## src/rtl/rtc_wr_ctrl_if.sv

```systemverilog
// Bus bundle between the RTC write controller and the rest of the system.
// master = controller side (drives the RTC bus), slave = system/bench side.
interface rtc_wr_ctrl_if;
    logic       start;
    logic [7:0] dseg;
    logic [7:0] dmin;
    logic [7:0] dhora;
    logic       busy;
    logic       done;
    logic [7:0] ad_out;
    logic       ad_oe;
    logic       a_d;
    logic       cs_n;
    logic       wr_n;
    logic       rd_n;

    modport master (
        input  start, dseg, dmin, dhora,
        output busy, done, ad_out, ad_oe, a_d, cs_n, wr_n, rd_n
    );

    modport slave (
        output start, dseg, dmin, dhora,
        input  busy, done, ad_out, ad_oe, a_d, cs_n, wr_n, rd_n
    );
endinterface

```

## src/rtl/rtc_wr_ctrl.sv

```systemverilog
// Write-side controller for the RTC multiplexed address/data bus: snapshots sec/min/hour
// and issues address+data write phases. Define RTC_TRANSFER_EN to add the 0xF1 transfer phase.
module rtc_wr_ctrl #(
    parameter int unsigned T_SU      = 2,
    parameter int unsigned T_PW      = 4,
    parameter int unsigned T_HD      = 2,
    parameter int unsigned T_GAP     = 2,
    parameter logic [7:0]  ADDR_SEC  = 8'h21,
    parameter logic [7:0]  ADDR_MIN  = 8'h22,
    parameter logic [7:0]  ADDR_HOUR = 8'h23
) (
    input  logic         clk,
    input  logic         reset,
    rtc_wr_ctrl_if.master bus
);

    localparam int unsigned T_MAX_A = (T_SU > T_PW) ? T_SU : T_PW;
    localparam int unsigned T_MAX_B = (T_HD > T_GAP) ? T_HD : T_GAP;
    localparam int unsigned T_MAX   = (T_MAX_A > T_MAX_B) ? T_MAX_A : T_MAX_B;
    localparam int unsigned CNT_W   = (T_MAX > 1) ? $clog2(T_MAX) : 1;

    // Counter holds remaining cycles minus one, so each state loads T-1.
    localparam logic [CNT_W-1:0] LD_SU  = CNT_W'(T_SU - 1);
    localparam logic [CNT_W-1:0] LD_PW  = CNT_W'(T_PW - 1);
    localparam logic [CNT_W-1:0] LD_HD  = CNT_W'(T_HD - 1);
    localparam logic [CNT_W-1:0] LD_GAP = CNT_W'(T_GAP - 1);
    localparam logic [CNT_W-1:0] CNT_ONE = CNT_W'(1);

    localparam logic [2:0] ST_IDLE  = 3'd0;
    localparam logic [2:0] ST_SETUP = 3'd1;
    localparam logic [2:0] ST_PULSE = 3'd2;
    localparam logic [2:0] ST_HOLD  = 3'd3;
    localparam logic [2:0] ST_GAP   = 3'd4;
    localparam logic [2:0] ST_DONE  = 3'd5;

`ifdef RTC_TRANSFER_EN
    localparam logic [7:0] ADDR_XFER = 8'hF1;
`endif

    logic [2:0]       state_q, state_d;
    logic [CNT_W-1:0] cnt_q, cnt_d;
    logic             phase_q, phase_d;
    logic [1:0]       field_q, field_d;
    logic [7:0]       snap_sec_q, snap_sec_d;
    logic [7:0]       snap_min_q, snap_min_d;
    logic [7:0]       snap_hour_q, snap_hour_d;

    logic             busy_q, busy_d;
    logic             done_q, done_d;
    logic [7:0]       ad_out_q, ad_out_d;
    logic             ad_oe_q, ad_oe_d;
    logic             a_d_q, a_d_d;
    logic             cs_n_q, cs_n_d;
    logic             wr_n_q, wr_n_d;

    logic             last_phase;
    logic [7:0]       field_addr;
    logic [7:0]       field_data;

`ifdef RTC_TRANSFER_EN
    // Field 3 is the address-only transfer command that follows the hours data phase.
    assign last_phase = (field_q == 2'd3);
`else
    assign last_phase = (field_q == 2'd2) && phase_q;
`endif

    always_comb begin
        state_d     = state_q;
        cnt_d       = cnt_q;
        phase_d     = phase_q;
        field_d     = field_q;
        snap_sec_d  = snap_sec_q;
        snap_min_d  = snap_min_q;
        snap_hour_d = snap_hour_q;

        case (state_q)
            ST_IDLE: begin
                if (bus.start) begin
                    state_d     = ST_SETUP;
                    cnt_d       = LD_SU;
                    phase_d     = 1'b0;
                    field_d     = 2'd0;
                    snap_sec_d  = bus.dseg;
                    snap_min_d  = bus.dmin;
                    snap_hour_d = bus.dhora;
                end
            end
            ST_SETUP: begin
                if (cnt_q == '0) begin
                    state_d = ST_PULSE;
                    cnt_d   = LD_PW;
                end else begin
                    cnt_d = cnt_q - CNT_ONE;
                end
            end
            ST_PULSE: begin
                if (cnt_q == '0) begin
                    state_d = ST_HOLD;
                    cnt_d   = LD_HD;
                end else begin
                    cnt_d = cnt_q - CNT_ONE;
                end
            end
            ST_HOLD: begin
                if (cnt_q == '0) begin
                    state_d = ST_GAP;
                    cnt_d   = LD_GAP;
                end else begin
                    cnt_d = cnt_q - CNT_ONE;
                end
            end
            ST_GAP: begin
                if (cnt_q != '0) begin
                    cnt_d = cnt_q - CNT_ONE;
                end else if (last_phase) begin
                    state_d = ST_DONE;
                end else begin
                    state_d = ST_SETUP;
                    cnt_d   = LD_SU;
                    if (!phase_q) begin
                        phase_d = 1'b1;
                    end else begin
                        phase_d = 1'b0;
                        field_d = field_q + 2'd1;
                    end
                end
            end
            ST_DONE: begin
                state_d = ST_IDLE;
            end
            default: begin
                state_d = ST_IDLE;
            end
        endcase
    end

    always_comb begin
        field_addr = ADDR_SEC;
        field_data = snap_sec_q;
        case (field_d)
            2'd1: begin
                field_addr = ADDR_MIN;
                field_data = snap_min_q;
            end
            2'd2: begin
                field_addr = ADDR_HOUR;
                field_data = snap_hour_q;
            end
`ifdef RTC_TRANSFER_EN
            2'd3: begin
                field_addr = ADDR_XFER;
            end
`endif
            default: ;
        endcase
    end

    // Outputs are decoded from the next state so the registered copies line up with state_q.
    always_comb begin
        busy_d   = (state_d == ST_SETUP) || (state_d == ST_PULSE) ||
                   (state_d == ST_HOLD)  || (state_d == ST_GAP);
        done_d   = (state_d == ST_DONE);
        cs_n_d   = !((state_d == ST_SETUP) || (state_d == ST_PULSE) || (state_d == ST_HOLD));
        wr_n_d   = (state_d != ST_PULSE);
        ad_oe_d  = !cs_n_d;
        a_d_d    = a_d_q;
        ad_out_d = ad_out_q;
        // Bus contents only move on SETUP entry, while cs_n is still high from GAP/IDLE.
        if ((state_d == ST_SETUP) && (state_q != ST_SETUP)) begin
            a_d_d    = phase_d;
            ad_out_d = phase_d ? field_data : field_addr;
        end
    end

    always_ff @(posedge clk) begin
        if (reset) begin
            state_q     <= ST_IDLE;
            cnt_q       <= '0;
            phase_q     <= 1'b0;
            field_q     <= 2'd0;
            snap_sec_q  <= 8'h00;
            snap_min_q  <= 8'h00;
            snap_hour_q <= 8'h00;
            busy_q      <= 1'b0;
            done_q      <= 1'b0;
            ad_out_q    <= 8'h00;
            ad_oe_q     <= 1'b0;
            a_d_q       <= 1'b0;
            cs_n_q      <= 1'b1;
            wr_n_q      <= 1'b1;
        end else begin
            state_q     <= state_d;
            cnt_q       <= cnt_d;
            phase_q     <= phase_d;
            field_q     <= field_d;
            snap_sec_q  <= snap_sec_d;
            snap_min_q  <= snap_min_d;
            snap_hour_q <= snap_hour_d;
            busy_q      <= busy_d;
            done_q      <= done_d;
            ad_out_q    <= ad_out_d;
            ad_oe_q     <= ad_oe_d;
            a_d_q       <= a_d_d;
            cs_n_q      <= cs_n_d;
            wr_n_q      <= wr_n_d;
        end
    end

    assign bus.busy   = busy_q;
    assign bus.done   = done_q;
    assign bus.ad_out = ad_out_q;
    assign bus.ad_oe  = ad_oe_q;
    assign bus.a_d    = a_d_q;
    assign bus.cs_n   = cs_n_q;
    assign bus.wr_n   = wr_n_q;
    assign bus.rd_n   = 1'b1;

endmodule
```

## src/flat_wrapper.sv

```systemverilog
// flat-port wrapper written by rule: the top's interface ports become plain ports
module rtc_wr_ctrl_flat 
#(
    parameter int unsigned T_SU      = 2,
    parameter int unsigned T_PW      = 4,
    parameter int unsigned T_HD      = 2,
    parameter int unsigned T_GAP     = 2,
    parameter logic [7:0]  ADDR_SEC  = 8'h21,
    parameter logic [7:0]  ADDR_MIN  = 8'h22,
    parameter logic [7:0]  ADDR_HOUR = 8'h23
)
  (clk, reset, bus_start, bus_dseg, bus_dmin, bus_dhora, bus_busy, bus_done, bus_ad_out, bus_ad_oe, bus_a_d, bus_cs_n, bus_wr_n, bus_rd_n);
  rtc_wr_ctrl_if bus_i ();
  input  logic clk;
  input  logic reset;
  input wire logic [$bits(bus_i.start)-1:0] bus_start;
  input wire logic [$bits(bus_i.dseg)-1:0] bus_dseg;
  input wire logic [$bits(bus_i.dmin)-1:0] bus_dmin;
  input wire logic [$bits(bus_i.dhora)-1:0] bus_dhora;
  output wire logic [$bits(bus_i.busy)-1:0] bus_busy;
  output wire logic [$bits(bus_i.done)-1:0] bus_done;
  output wire logic [$bits(bus_i.ad_out)-1:0] bus_ad_out;
  output wire logic [$bits(bus_i.ad_oe)-1:0] bus_ad_oe;
  output wire logic [$bits(bus_i.a_d)-1:0] bus_a_d;
  output wire logic [$bits(bus_i.cs_n)-1:0] bus_cs_n;
  output wire logic [$bits(bus_i.wr_n)-1:0] bus_wr_n;
  output wire logic [$bits(bus_i.rd_n)-1:0] bus_rd_n;
  assign bus_i.start = bus_start;
  assign bus_i.dseg = bus_dseg;
  assign bus_i.dmin = bus_dmin;
  assign bus_i.dhora = bus_dhora;
  assign bus_busy = bus_i.busy;
  assign bus_done = bus_i.done;
  assign bus_ad_out = bus_i.ad_out;
  assign bus_ad_oe = bus_i.ad_oe;
  assign bus_a_d = bus_i.a_d;
  assign bus_cs_n = bus_i.cs_n;
  assign bus_wr_n = bus_i.wr_n;
  assign bus_rd_n = bus_i.rd_n;
  rtc_wr_ctrl #(.T_SU(T_SU), .T_PW(T_PW), .T_HD(T_HD), .T_GAP(T_GAP), .ADDR_SEC(ADDR_SEC), .ADDR_MIN(ADDR_MIN), .ADDR_HOUR(ADDR_HOUR)) u_core (.clk(clk), .reset(reset), .bus(bus_i));
endmodule
```

## config.mk

```make
export PLATFORM = sky130hd
export DESIGN_NAME = rtc_wr_ctrl_flat
export DESIGN_NICKNAME = d
export VERILOG_FILES = /design/src/rtl/rtc_wr_ctrl_if.sv /design/src/rtl/rtc_wr_ctrl.sv /design/src/flat_wrapper.sv
export SDC_FILE = /design/constraint.sdc
export NUM_CORES = 1
export LEC_CHECK = 0
export ABC_AREA = 1
export CORE_MARGIN = 2
export CORE_UTILIZATION = 42
export DETAILED_ROUTE_END_ITERATION = 10
export PLACE_DENSITY = 0.67
export SYNTH_ARGS = -nofsm -noshare
export SYNTH_HDL_FRONTEND = slang
export SYNTH_SLANG_ARGS = --single-unit
```

## constraint.sdc

```tcl
create_clock -name clk -period 4.25 [get_ports clk]
set_clock_uncertainty 0.2 [all_clocks]
set_input_delay 1.0625 -clock clk [delete_from_list [all_inputs] [get_ports clk]]
set_output_delay 1.0625 -clock clk [all_outputs]
set_load 0.005 [all_outputs]
```

==> results of run 1 <==
per-layer routing:
| layer | GRT usage (%) | routed length, µm |
|---|---|---|
| met1 | 24.4 | 2240 |
| met3 | 5.76 | 177 |
| met2 | 27.3 | 2060 |
| met4 | 7.34 | 38 |
| met5 | 0 | 0 |
final cells by class:
class | count | area [µm²]
clock buffers | 7 | 86.3
clock inverters | 1 | 5.00
fillers | 473 | 2130
inverters | 38 | 143
multi-input cells | 192 | 972
flip-flops and latches | 46 | 921
well taps | 67 | 83.8
repair buffers | 42 | 415
state kept, by name (all words and copies together), names as in the netlist:
signal              count
u_core.bus.a_d          1
u_core.bus.ad_oe        1
u_core.bus.ad_out       8
u_core.bus.busy         1
u_core.bus.cs_n         1
u_core.bus.done         1
u_core.bus.wr_n         1
u_core.cnt_q            2
u_core.field_q          2
u_core.phase_q          1
u_core.snap_hour_q      8
u_core.snap_min_q       8
u_core.snap_sec_q       8
u_core.state_q          3
cell usage after synthesis:
library cell  count
nand2_1          54
dfxtp_1          46
inv_1            33
a21oi_1          32
o21ai_0          29
nor2_1           26
nand3_1          20
clkbuf_1          9
mux2i_1           7
ha_1              6
inv_2             5
o21ai_1           4
buf_2             3
nand2_2           3
a211oi_1          1
a21oi_2           1
a22oi_1           1
buf_1             1
buf_4             1
conb_1            1
nand2_4           1
nor2_2            1
nor2_4            1
nor3_1            1
o22ai_1           1
or2_2             1
xor2_1            1
final timing paths:
check / from / to / cells past startpoint
max: bus_start / u_core.bus.ad_out[1] / 10
min: u_core.snap_hour_q[0] / u_core.snap_hour_q[0] / 2
max reg2reg: u_core.field_q[0] / u_core.bus.ad_out[1] / 12
min reg2reg: u_core.snap_hour_q[0] / u_core.snap_hour_q[0] / 2
worst max-delay path, cell delays in order:
cell and delay (ns):
clkdlybuf4s50_1 0.42, o21ai_0 0.21, inv_1 0.08, o21ai_0 0.22, inv_1 0.09, ha_1 0.52, mux2i_1 0.24, o21ai_1 0.10
nor2_1 0.10, nor2_1 0.05
where the power goes:
group	total (mW)	switching [mW]	leakage [nW]	internal [mW]
Combinational	0.247	0.144	0.665	0.103
Sequential	0.502	0.0229	0.378	0.479
Clock	0.272	0.141	0.0482	0.131
metrics by stage:
stage          utilization, %  cell area (µm²)  hold WS (ns)  power (mW)  setup slack [ns]
2_1_floorplan               -             2100         0.224       0.668              1.16
3_3_place_gp             53.3             2530         0.241       0.758             0.872
3_5_place_dp             53.3             2530         0.247       0.762             0.820
4_1_cts                  55.2             2630         0.258        1.03              1.14
5_1_grt                  55.2             2630         0.263        1.09             0.925
6_report                 55.2             2630         0.254        1.02              1.16
cells by family (layout without fill, tap and decap cells):
family,count (synthesis),in the layout
compound gates,69,69
xor+xnor,1,1
fa+ha+maj,6,6
buf+inv,52,88
flops,46,46
mux,7,7
other cells,1,1
simple gates,108,108
==> flow_metrics.env, run 1 <==
export IMPL_status="complete, no violations"
export IMPL_hold_path_class="flip-flop to flip-flop"
export IMPL_start_kind="input port"
export IMPL_synthXorXnorAreaFrac_pct=0.418
export IMPL_clk_latency_ns=0.30
export IMPL_grt_max_degree=37
export IMPL_cts_inserted_buffers=5
export IMPL_synth_warnings=0
export IMPL_synth_seq_cells=46
export IMPL_place_hpwl_mm=3.29
export IMPL_cts_resized=0
export IMPL_final_setup_tns_ns=0
export IMPL_crit_type="input port to flip-flop"
export IMPL_pin_count=42
export IMPL_root_buffer="clkbuf_8"
export IMPL_antenna_left=0
export IMPL_drive_above_1_share_pct=6.75
export IMPL_die_y_um=74.6
export IMPL_cts_tree="yes"
export IMPL_firstDrtPassIters=4
export IMPL_grtUsageTotal_pct=18.2
export IMPL_max_vdd_ir_drop_uv=233
export IMPL_finalNetCount=358
export IMPL_viasPerCell=4.74
export IMPL_final_common_cell="nand2_1"
export IMPL_synth_top_area_share_pct=43.9
export IMPL_gr_total_overflow=0
export IMPL_finalCritPeriodShare_pct=72.8
export IMPL_cts_setup_buffers=0
export IMPL_yosys_area_top_type="dfxtp_1"
export IMPL_num_rows=25
export IMPL_drcViolationCount=0
export IMPL_fin_crit_ns=3.09
export IMPL_synth_fa_ha_area_share_pct=3.58
export IMPL_chipWidth_um=74.6
export IMPL_routed_wl_mm=4.52
export IMPL_path_max_fanout=8
export IMPL_cp_end_kind="flip-flop"
export IMPL_routabilityCongestion=0.817
export IMPL_r2r_slack_ns=1.64
export IMPL_htreeDepth=2
export IMPL_grt_pass1_wl_mm=7.63
export IMPL_synth_top_family_by_area="simple AND/OR/NAND/NOR gates"
export IMPL_antenna_found_initial=0
export IMPL_maxCapViolCount=0
export IMPL_cts_num_sinks=46
export IMPL_setup_viol=0
export IMPL_mostFrequentLayoutCells="54 x nand2_1, 46 x dfxtp_1, 40 x clkdlybuf4s50_1"
export IMPL_maxSlewViolCount=0
export IMPL_syn_nets=323
export IMPL_instances_no_fill=393
export IMPL_port_buffers=40
export IMPL_drtIter0Drc=77
export IMPL_syn_to_final_growth_pct=25.3
export IMPL_fmax_mhz=323
export IMPL_num_vias=1861
export IMPL_synthMuxAreaShare_pct=3.34
export IMPL_ys_seq_area_share_pct=43.9
export IMPL_synth_compound_area_share_pct=17.0
export IMPL_clockBufferDepth=2
export IMPL_yosys_area_share_simple_pct=21.9
export IMPL_p_leak_nw=1.09
export IMPL_die_area_mm2=0.00557
export IMPL_start_util_pct=44.1
export IMPL_syn_inst=290
export IMPL_core_area_mm2=0.00475
export IMPL_rsz0062_at_grt="no"
export IMPL_wl_per_cell_um=11.5
export IMPL_first_global_vias=1724
export IMPL_place_inst=385
export IMPL_cellPowerDensity_mw_per_mm2=389
export IMPL_ys_types=27
export IMPL_clk_pin_slew_ns=0.08
export IMPL_synthesis_area_mm2=0.00210
export IMPL_syn_avg_cell_area_um2=7.23
export IMPL_antenna_cells=0
export IMPL_holdBufCountCts=0
export IMPL_hold_viol=0
export IMPL_worst_endpoint_arrival_ns=3.10
export IMPL_yosys_top_cells_area="dfxtp_1 44%, nand2_1 9.7%, a21oi_1 7.6%"
export IMPL_required_ns=4.25
(Power assumes the default switching activity.)
==> run 2, diff against run 1 <==
==> constraint.sdc (replaced) <==
create_clock -name clk -period 3.25 [get_ports clk]
set_clock_uncertainty 0.2 [all_clocks]
set_input_delay 0.8125 -clock clk [delete_from_list [all_inputs] [get_ports clk]]
set_output_delay 0.8125 -clock clk [all_outputs]
set_load 0.005 [all_outputs]
==> run 2 against run 1 <==
  * Global-route usage fell by 0.29 points
  * Clock power rose by 27%
  * Clock-buffer cell count fell by 2
  * Largest power group unchanged
  * Hold slack improved by 0.0083 ns
  * Register-to-register slack got worse by 0.92 ns
==> flow_metrics.env, run 2 (same netlist as run 1, synthesis figures left out) <==
export IMPL_pwr_share_clk_pct=26.1
export IMPL_status="complete, no violations"
export IMPL_required_ns=3.24
export IMPL_max_vdd_ir_drop_uv=239
export IMPL_instances_no_fill=394
export IMPL_hold_path_class="flip-flop to flip-flop"
export IMPL_p_total_mw=1.33
export IMPL_drive_above_1_share_pct=7.34
export IMPL_start_kind="input port"
export IMPL_maxCapViolCount=0
export IMPL_clockBufferDepth=2
export IMPL_syn_to_final_growth_pct=25.6
export IMPL_place_inst=386
export IMPL_cp_end_kind="flip-flop"
export IMPL_first_global_vias=1696
export IMPL_r2r_slack_ns=0.72
export IMPL_p_comb_share_pct=24.6
export IMPL_setup_viol=0
export IMPL_core_area_mm2=0.00475
export IMPL_slowest_stage="clkdlybuf4s50_1"
export IMPL_routabilityCongestion=0.805
export IMPL_drtIter0Drc=98
export IMPL_drcViolationCount=0
export IMPL_clk_latency_ns=0.30
export IMPL_viasPerCell=4.68
export IMPL_place_hpwl_mm=3.38
export IMPL_maxSlewViolCount=0
export IMPL_p_leak_nw=1.09
export IMPL_cellPowerDensity_mw_per_mm2=505
export IMPL_cts_inserted_buffers=5
export IMPL_whs_ns=0.263
export IMPL_clk_pin_slew_ns=0.09
export IMPL_port_buffers=40
export IMPL_cts_tree="yes"
export IMPL_cts_setup_buffers=0
export IMPL_p_int_mw=0.913
export IMPL_final_common_cell="nand2_1"
export IMPL_worst_slack_ns=0.402
export IMPL_utilization_pct=55.4
export IMPL_path_buf_inv=4
export IMPL_final_cell_area_mm2=0.00263
export IMPL_chipWidth_um=74.6
export IMPL_cts_num_sinks=46
export IMPL_grt_pass1_wl_mm=7.63
export IMPL_num_vias=1844
export IMPL_die_area_mm2=0.00557
export IMPL_grtUsageTotal_pct=17.9
export IMPL_finalNetCount=359
export IMPL_die_y_um=74.6
export IMPL_pin_count=42
export IMPL_final_setup_tns_ns=0
export IMPL_rsz0062_at_grt="no"
export IMPL_p_sw_share_pct=31.3
export IMPL_fmax_mhz=351
export IMPL_cp_cell_sequence="clkdlybuf4s50_1 > o21ai_0 > inv_1 > o21ai_0 > inv_1 > ha_1 > buf_4 > mux2i_1 > o21ai_1 > nor2_1 > nor2_1"
export IMPL_fin_crit_ns=2.85
export IMPL_slowest_delay_ns=0.42
export IMPL_grt_max_degree=37
export IMPL_switching_power_mw=0.416
export IMPL_hold_viol=0
export IMPL_holdBufCountCts=0
export IMPL_start_util_pct=44.1
export IMPL_root_buffer="clkbuf_8"
export IMPL_place_ws_ns=0.114
export IMPL_antenna_left=0
export IMPL_antenna_found_initial=0
export IMPL_crit_type="input port to flip-flop"
export IMPL_path_delay_family="buffers and inverters"
export IMPL_pwr_share_seq_pct=49.4
export IMPL_dpl_cell_area_mm2=0.00254
export IMPL_num_rows=25
export IMPL_antenna_cells=0
export IMPL_htreeDepth=2
export IMPL_mostFrequentLayoutCells="54 x nand2_1, 46 x dfxtp_1, 40 x clkdlybuf4s50_1"
export IMPL_worst_endpoint_arrival_ns=2.84
export IMPL_path_max_fanout=7
export IMPL_gr_total_overflow=0
export IMPL_cts_resized=0
export IMPL_wl_per_cell_um=11.6
export IMPL_finalCritPeriodShare_pct=87.6
export IMPL_firstDrtPassIters=4
export IMPL_routed_wl_mm=4.56
-- run 2: changes by cell type in the layout (fill, tap and decap cells not counted), sizes merged --
cell and change:
clkbuf -2, clkinv +1, buf +1, clkinvlp +1
-- run 2: area by class of cell --
| type | instances | area (µm²) |
|---|---|---|
| Clock buffer | 5 | 68.8 |
| Clock inverter | 3 | 21.3 |
| Fill cell | 485 | 2120 |
| Inverter | 38 | 143 |
| Multi-Input combinational cell | 192 | 972 |
| Sequential cell | 46 | 921 |
| Tap cell | 67 | 83.8 |
| Timing Repair Buffer | 43 | 423 |
-- run 2: layer usage --
layer,part of all wire (%),vias up,global-route usage [%]
met1,49,796,23.8
met2,45,39,28.4
met3,3.9,7,3.35
li1,-,1002,-
met4,1.7,0,8.13
met5,0,-,0
-- run 2: final timing paths --
kind / startpoint / to / depth (start not counted)
setup / recovery: bus_start / u_core.bus.ad_out[0] / 11
hold / removal: u_core.snap_hour_q[2] / u_core.snap_hour_q[2] / 2
setup reg to reg: u_core.field_q[0] / u_core.bus.ad_out[0] / 13
hold reg to reg: u_core.snap_hour_q[2] / u_core.snap_hour_q[2] / 2
-- run 2: power by group through the flow --
stage | registers, mW | logic, mW | clock network [mW]
after floorplan | 0.665 | 0.209 | 0
after global placement | 0.669 | 0.325 | 0
after detailed placement | 0.669 | 0.329 | 0
after CTS | 0.656 | 0.330 | 0.358
after global routing | 0.665 | 0.370 | 0.371
final | 0.656 | 0.326 | 0.346
-- run 2: worst reg2reg max path: cells and delay by family (launching register included) --
family                   cells  cell delay (ns)
AO/OA/AOI/OAI                2             0.35
XOR/XNOR                     1             0.17
adder cells (fa/ha/maj)      2             0.51
buffers and inverters        4             0.39
flip-flops                   1             0.33
multiplexers                 1             0.21
AND/OR/NAND/NOR              3             0.26
==> run 3, diff against run 2 <==
--- a/config.mk
+++ b/config.mk
@@ -6,9 +6,9 @@
 export NUM_CORES = 1
 export LEC_CHECK = 0
 export ABC_AREA = 1
-export CORE_MARGIN = 2
 export CORE_UTILIZATION = 42
 export DETAILED_ROUTE_END_ITERATION = 10
+export HOLD_SLACK_MARGIN = 0.12
 export PLACE_DENSITY = 0.67
 export SYNTH_ARGS = -nofsm -noshare
 export SYNTH_HDL_FRONTEND = slang
==> run 3 against run 2 <==
  * Flip-flop and latch count unchanged
  * Global-route usage grew 0.59 points
  * Largest cell class unchanged
  * Via count is 0.98% higher
  * Non-clock buffer count unchanged
==> flow_metrics.env, run 3 (same netlist as run 1, synthesis figures left out) <==
export IMPL_multi_input_area_um2=972
export IMPL_final_setup_tns_ns=0
export IMPL_n_fill_cell=485
export IMPL_slowest_stage="clkdlybuf4s50_1"
export IMPL_crit_type="input port to flip-flop"
export IMPL_maxSlewViolCount=0
export IMPL_r2r_worst_path_cells=13
export IMPL_die_y_um=72.6
export IMPL_cp_cell_sequence="clkdlybuf4s50_1 > o21ai_0 > inv_1 > o21ai_0 > inv_1 > ha_1 > buf_4 > mux2i_1 > nor2_1 > nand2_1 > a21oi_1"
export IMPL_cts_tree="yes"
export IMPL_r2r_slack_ns=0.65
export IMPL_timing_rr_start="u_core.field_q[0]"
export IMPL_cp_depth=11
export IMPL_routabilityCongestion=0.889
export IMPL_status="complete, no violations"
export IMPL_cts_inserted_buffers=5
export IMPL_drcViolationCount=0
export IMPL_place_hpwl_mm=3.18
export IMPL_holdCritStartpoint="u_core.snap_hour_q[0]"
export IMPL_gr_total_overflow=0
export IMPL_fin_crit_ns=2.84
export IMPL_r2r_end="u_core.bus.ad_out[2]"
export IMPL_antenna_found_initial=0
export IMPL_max_vdd_ir_drop_uv=288
export IMPL_clk_latency_ns=0.29
export IMPL_root_buffer="clkbuf_8"
export IMPL_firstDrtPassIters=4
export IMPL_first_global_vias=1670
export IMPL_syn_to_final_growth_pct=25.9
export IMPL_hold_path_class="flip-flop to flip-flop"
export IMPL_grt_pass1_wl_mm=7.46
export IMPL_slowest_delay_ns=0.41
export IMPL_start_kind="input port"
export IMPL_num_vias=1862
export IMPL_port_buffers=40
export IMPL_die_area_mm2=0.00528
export IMPL_p_leak_nw=1.10
export IMPL_core_area_mm2=0.00475
export IMPL_grt_max_degree=37
export IMPL_htreeDepth=2
export IMPL_antenna_cells=0
export IMPL_path_buf_inv=4
export IMPL_pin_count=42
export IMPL_final_common_cell="nand2_1"
export IMPL_finalCritPeriodShare_pct=87.3
export IMPL_whs_endpoint="u_core.snap_hour_q[0]"
export IMPL_worst_endpoint_arrival_ns=2.81
export IMPL_cellPowerDensity_mw_per_mm2=511
export IMPL_cp_end_kind="flip-flop"
export IMPL_viasPerCell=4.73
export IMPL_cts_setup_buffers=0
export IMPL_grtUsageTotal_pct=18.5
export IMPL_antenna_left=0
export IMPL_start_util_pct=44.1
export IMPL_path_max_fanout=7
export IMPL_required_ns=3.22
export IMPL_maxCapViolCount=0
export IMPL_hold_depth=2
export IMPL_fmax_mhz=353
export IMPL_num_rows=25
export IMPL_cts_resized=0
export IMPL_p_total_mw=1.35
export IMPL_chipWidth_um=72.6
export IMPL_rsz0062_at_grt="no"
export IMPL_clockBufferDepth=2
export IMPL_setup_viol=0
export IMPL_drtIter0Drc=62
export IMPL_ff_latch_area_um2=921
export IMPL_holdBufCountCts=0
export IMPL_path_delay_family="buffers and inverters"
export IMPL_routed_wl_mm=4.47
export IMPL_hold_viol=0
export IMPL_drive_above_1_share_pct=7.03
export IMPL_finalNetCount=359
export IMPL_wl_per_cell_um=11.3
export IMPL_cts_num_sinks=46
export IMPL_clk_pin_slew_ns=0.08
export IMPL_mostFrequentLayoutCells="54 x nand2_1, 46 x dfxtp_1, 40 x clkdlybuf4s50_1"
-- run 3: cell types whose count changed in the layout (fill, tap and decap cells not counted), sizes merged --
cell / before / now
clkinvlp: 1 / 0
inv: 38 / 39
clkinv: 2 / 0
clkbuf: 5 / 7
-- run 3: worst min-delay path, delay by kind of cell, from the launching register on --
kind                   cells  cell delay (ns)
buffers and inverters      1             0.06
flip-flops                 1             0.31
AO/OA/AOI/OAI              1             0.05
-- run 3: metrics by stage --
stage	area (µm²)	cells	utilization, %	hold WS [ns]	setup slack (ns)
6_report	2640	394	55.5	0.259	0.413
5_1_grt	2640	394	55.5	0.278	0.242
4_1_cts	2640	394	55.5	0.257	0.446
3_5_place_dp	2540	386	53.5	0.245	0.149
3_3_place_gp	2540	386	53.5	0.238	0.185
2_1_floorplan	2100	290	-	0.224	0.408
-- run 3: worst max path at each step --
stage	start	to
3_5_place_dp	bus_start	u_core.bus.ad_out[2]
3_3_place_gp	bus_start	u_core.bus.ad_out[2]
4_1_cts	bus_start	u_core.bus.ad_out[2]
2_1_floorplan	bus_start	u_core.bus.ad_out[0]
6_report	bus_start	u_core.bus.ad_out[2]
5_1_grt	bus_start	u_core.bus.ad_out[2]
-- run 3: final cells by class --
| class | count | share of cell area, % |
|---|---|---|
| timing repair buffer | 43 | 16.0 |
| clock inverter | 1 | 0.332 |
| inverter | 38 | 5.41 |
| tap | 67 | 3.18 |
| multi-input combinational | 192 | 36.9 |
| sequential | 46 | 34.9 |
| clock buffer | 7 | 3.27 |
-- run 3: power by group --
group          leakage, nW  internal [mW]  switching [mW]  total [mW]
Clock               0.0489          0.176           0.190       0.366
Combinational        0.669          0.136           0.192       0.327
Sequential           0.378          0.626          0.0286       0.655
Total                 1.10          0.938           0.410        1.35
-- run 3: routing by layer --
metal | GRT usage, % | part of all wire, % | vias up
met1 | 25.0 | 50 | 804
met4 | 7.19 | 2.1 | 0
met5 | 0 | 0 | -
met2 | 28.7 | 44 | 43
li1 | - | - | 1004
met3 | 4.28 | 3.9 | 11
